$ cat src/rtl/fetch_stage.sv
// Instruction-fetch stage: owns the PC, issues word reads over a
// req/gnt/rvalid handshake and drives the IF/ID register. A one-entry
// skid buffer catches a response that lands while decode is stalled.
module fetch_stage #(
  parameter logic [31:0] RESET_PC  = 32'h0000_0000,
  parameter logic [31:0] NOP_INSTR = 32'h0000_0013
) (
  input  logic        clk,
  input  logic        rst,
  output logic        imem_req,
  output logic [31:0] imem_addr,
  input  logic        imem_gnt,
  input  logic        imem_rvalid,
  input  logic [31:0] imem_rdata,
  input  logic        stall,
  input  logic        redirect_valid,
  input  logic [31:0] redirect_pc,
  output logic        if_id_valid,
  output logic [31:0] if_id_instr,
  output logic [31:0] if_id_pc,
  output logic [31:0] if_id_pc_plus4
);

  logic [31:0] pc;
  logic [31:0] inflight_pc;
  logic        outstanding;
  logic        drop;
  logic        buf_valid;
  logic [31:0] buf_instr;
  logic [31:0] buf_pc;

  logic slot_free;
  logic grant;
  logic rsp_keep;
  logic load_rsp;
  logic fill_buf;
  logic load_buf;

  // IF/ID can take a new word when it is empty or decode is consuming it.
  assign slot_free = !if_id_valid || !stall;

  // A new request may overlap the returning response only when that
  // response has somewhere to go, which keeps occupancy at most two.
  assign imem_req  = !redirect_valid && !buf_valid &&
                     (!outstanding || (imem_rvalid && slot_free));
  assign imem_addr = pc;
  assign grant     = imem_req && imem_gnt;

  // Response routing; a redirect or a pending drop discards the word.
  assign rsp_keep = imem_rvalid && !drop && !redirect_valid;
  assign load_rsp = rsp_keep && slot_free;
  assign fill_buf = rsp_keep && !slot_free;
  // The buffer never coexists with a response: no request is issued
  // while it is full.
  assign load_buf = buf_valid && slot_free && !redirect_valid;

  // PC, in-flight tracking and the drop flag for stale responses.
  always_ff @(posedge clk or posedge rst) begin
    if (rst) begin
      pc          <= RESET_PC;
      inflight_pc <= 32'h0;
      outstanding <= 1'b0;
      drop        <= 1'b0;
    end else if (redirect_valid) begin
      // Low two bits of the target are forced to zero.
      pc          <= redirect_pc & ~32'h3;
      outstanding <= outstanding && !imem_rvalid;
      drop        <= outstanding && !imem_rvalid;
    end else begin
      if (grant) begin
        pc          <= pc + 32'd4;
        inflight_pc <= pc;
        outstanding <= 1'b1;
      end else if (imem_rvalid) begin
        outstanding <= 1'b0;
      end
      if (imem_rvalid && drop)
        drop <= 1'b0;
    end
  end

  // Skid buffer: catches a response that arrives while IF/ID is held.
  always_ff @(posedge clk or posedge rst) begin
    if (rst) begin
      buf_valid <= 1'b0;
      buf_instr <= NOP_INSTR;
      buf_pc    <= 32'h0;
    end else if (redirect_valid) begin
      buf_valid <= 1'b0;
    end else if (fill_buf) begin
      buf_valid <= 1'b1;
      buf_instr <= imem_rdata;
      buf_pc    <= inflight_pc;
    end else if (load_buf) begin
      buf_valid <= 1'b0;
    end
  end

  // IF/ID register: flush on redirect, load response or buffer, else bubble.
  always_ff @(posedge clk or posedge rst) begin
    if (rst) begin
      if_id_valid    <= 1'b0;
      if_id_instr    <= NOP_INSTR;
      if_id_pc       <= 32'h0;
      if_id_pc_plus4 <= 32'd4;
    end else if (redirect_valid) begin
      if_id_valid <= 1'b0;
      if_id_instr <= NOP_INSTR;
    end else if (load_rsp) begin
      if_id_valid    <= 1'b1;
      if_id_instr    <= imem_rdata;
      if_id_pc       <= inflight_pc;
      if_id_pc_plus4 <= inflight_pc + 32'd4;
    end else if (load_buf) begin
      if_id_valid    <= 1'b1;
      if_id_instr    <= buf_instr;
      if_id_pc       <= buf_pc;
      if_id_pc_plus4 <= buf_pc + 32'd4;
    end else if (slot_free) begin
      if_id_valid <= 1'b0;
      if_id_instr <= NOP_INSTR;
    end
  end

endmodule

$ cat config.mk
export PLATFORM = sky130hd
export DESIGN_NAME = fetch_stage
export DESIGN_NICKNAME = d
export VERILOG_FILES = /design/src/rtl/fetch_stage.sv
export SDC_FILE = /design/constraint.sdc
export NUM_CORES = 1
export LEC_CHECK = 0
export ABC_AREA = 1
export CAP_MARGIN = 20
export CORE_MARGIN = 2
export CORE_UTILIZATION = 45
export DETAILED_ROUTE_END_ITERATION = 8
export PLACE_DENSITY_LB_ADDON = 0.12
export SLEW_MARGIN = 0
export SYNTH_ARGS = -nofsm -noshare
export SYNTH_HDL_FRONTEND = slang
export SYNTH_SLANG_ARGS = --single-unit
$ cat constraint.sdc
create_clock -name clk -period 13.05 [get_ports clk]
set_input_delay 1.9575 -clock clk [delete_from_list [all_inputs] [get_ports clk]]
set_output_delay 1.9575 -clock clk [all_outputs]
set_load 0.02 [all_outputs]
==> results.cfg <==
[clock_tree]
postCtsHoldBufs = 0
cts_resized = 0
cts_htree_levels = 1
clk_pin_slew_worst_paths_ps = 60
postCtsSetupBuffers = 0
cts_tree = done
cts-buffers-inserted = 24
ctsRootBufferMaster = clkbuf_16
clock_latency_ps = 510
clock-sinks = 218
clockBufferDepth = 3

[sta]
rsz0062_at_grt = no
hold_viol_final = 0
finClkSkew_ps = 12.2
slew-limit-headroom_pct = 32.6
drv_slew = 0
setup_tns_ps = 0
finalSetupViolCount = 0
worstMarginPinSlew_ps = 1010
fin_crit_ps = 5510
period_share_pct = 42.2
timing.fmax_ghz = 0.182

[placed_design]
dpl_cell_area_mm2 = 0.0127
dp_hpwl_um = 18200
gp_congestion = 0.825
portBuffers = 191

[global_routing]
antenna_found_initial = 0
overflow = 0
grt_pass1_wl_um = 43600
grtUsageTotal_pct = 21.7
grt_max_degree = 144
grt_pass1_vias = 8441

[run]
cap_violations = 0

[power_and_ir_drop]
power.share.switching_pct = 32.6
p_switching_uw = 730
power_leakage_nw = 6.21
p_int_mw = 1.51
clockPowerShare_pct = 31.0
seqPwrFrac_pct = 42.0
combPwrFrac_pct = 27.0
max-vdd-ir-drop_mv = 0.0865
powerDensity_mw_per_mm2 = 165

[critical_path]
crit_path_max_incr_delay_ps = 620
worst_ep_arrival_time_ps = 3550
ff2ff_path_depth = 15
crit_top_cell = clkdlybuf4s50_1
cp-start-kind = input port
crit_path_max_fanout = 34
cp_slowest_cell = clkdlybuf4s50_1
regToRegSetupSlack_ps = 9780
endpoint_kind = primary output
crit_type = input port to primary output
crit_path_cell_trace = clkdlybuf4s50_1, buf_4, nor2_1, nand2_1, inv_1, clkdlybuf4s50_1
cp.required_ps = 11090

[yosys]
syn-cell-area_mm2 = 0.0107
synth-edff-count = 0
synth_top_area_cell = dfrtp_1
ys_ff_latch = 218
synthDominantCellAreaShare_pct = 49.5
syn_inst = 1321
synth_cell_types = 42
avgSynthCellArea_um2 = 8.07
ys_seq_area_share_pct = 51.3
ys.flop_type = dfrtp_1
synth_warnings = 0
synth_commonest_cells = nand2_1, dfrtp_1, inv_1
synth_most_common_cell = nand2_1
synthTopCellsByArea = dfrtp_1, nand2_1, o21ai_0
synthArstFlopShare_pct = 100

[drt]
ant_nets = 0
vias_per_cell = 5.01
via_count = 9135
wl_per_cell_um = 14.7
drc = 0
first_pass_iters = 6
initialDrtViolationCount = 628
routed_wirelength_um = 26800

[finish]
regArea_mm2 = 0.00546
area_growth_pct = 27.3
layout.nets = 1557
nFillCells = 2198
diodes = 0
layout-drive-gt1-share_pct = 6.99
design_area_mm2 = 0.0136
multi_input_comb_area_mm2 = 0.00440

[floorplanning]
die_w_um = 158
dieArea_mm2 = 0.0249
fp.dieH_um = 158
start_util_pct = 45.7
core_mm2 = 0.0233
rows = 56
ios = 200

[hold_path]
hold_depth = 2
worstHoldPathType = flop to flop

[outcome]
outcome = completed
==> layout by cell type, fill, tap and decap left out, types with 12 or more instances in the layout <==
cell	n
nand3b_1	31
a21oi_1	12
inv_1	124
nand3_1	78
xor2_1	17
clkbuf_16	25
nand2_1	415
dfrtp_1	211
clkdlybuf4s50_1	191
nor2_2	13
o21ai_0	117
nand2_2	13
nor2_1	90
nand4_1	17
o211ai_1	44
==> final timing paths <==
| path | startpoint | end |
|---|---|---|
| setup / recovery | redirect_valid | imem_req |
| hold / removal | buf_pc[21]$_DFFE_PP0P_ | buf_pc[21]$_DFFE_PP0P_ |
| setup reg to reg | drop$_DFFE_PP0P_ | if_id_pc_plus4[26]$_DFFE_PP0P_ |
| hold reg to reg | buf_pc[21]$_DFFE_PP0P_ | buf_pc[21]$_DFFE_PP0P_ |
| max in group asynchronous | rst | if_id_instr[31]$_DFFE_PP0P_ |
| min in group asynchronous | rst | if_id_instr[26]$_DFFE_PP0P_ |
==> power groups by stage <==
stage	combinational [mW]	clock [mW]	sequential, mW
after CTS	0.609	0.710	0.939
after global routing	0.672	0.738	0.959
after global placement	0.597	0	0.944
after detailed placement	0.607	0	0.950
after floorplan	0.273	0	1.02
final	0.604	0.694	0.940
==> metrics by stage <==
| stage | utilization (%) | std cells | power, mW | hold slack [ps] | setup WS [ps] |
|---|---|---|---|---|---|
| global placement | 54.6 | 1778 | 1.54 | 447 | 7540 |
| detailed placement | 54.6 | 1778 | 1.56 | 453 | 7540 |
| CTS | 58.2 | 1822 | 2.26 | 467 | 7530 |
| finish | 58.2 | 1822 | 2.24 | 466 | 7540 |
| global route | 58.2 | 1822 | 2.37 | 488 | 7440 |
| floorplan | - | 1326 | 1.29 | 434 | 5140 |
==> cells by family (layout without fill, tap and decap cells) <==
kind of cell / Yosys count / in the layout / synth area share [%]
xor gates and xnor gates: 18 / 18 / 1.48
DFF: 218 / 218 / 51.3
buffers and inverters: 198 / 375 / 7.71
other: 1 / 6 / 0.0352
and+or+nand+nor: 682 / 682 / 28.2
AOI/OAI and AO/OA: 202 / 202 / 11.1
adders and majority gates: 2 / 2 / 0.235
==> layout make-up <==
cell class | count | area share [%]
clock buffers | 35 | 5.33
clock inverters | 9 | 0.701
inverters | 131 | 3.73
multi-input cells | 910 | 32.4
flip-flops and latches | 218 | 40.3
well taps | 319 | 2.94
repair buffers | 200 | 14.6
==> sequential cells by signal (all words and copies together) (netlist names) <==
name	count
if_id_valid	1
buf_instr	32
if_id_pc	30
if_id_instr	32
if_id_pc_plus4	30
outstanding	1
buf_valid	1
drop	1
imem_addr	30
inflight_pc	30
buf_pc	30
==> critical path, delay by kind of cell <==
kind | cells | cell delay [ps]
buf+inv | 4 | 1390
simple gates | 2 | 190
==> routing by layer <==
metal / wire (um) / share of wire [%] / global-route usage [%]
met1: 13700 / 51 / 34.0
met5: 0 / 0 / 0
met4: 326 / 1.2 / 4.20
met2: 11400 / 42 / 32.3
met3: 1400 / 5.2 / 2.60
Note: power is estimated with default switching activity, not from simulation.
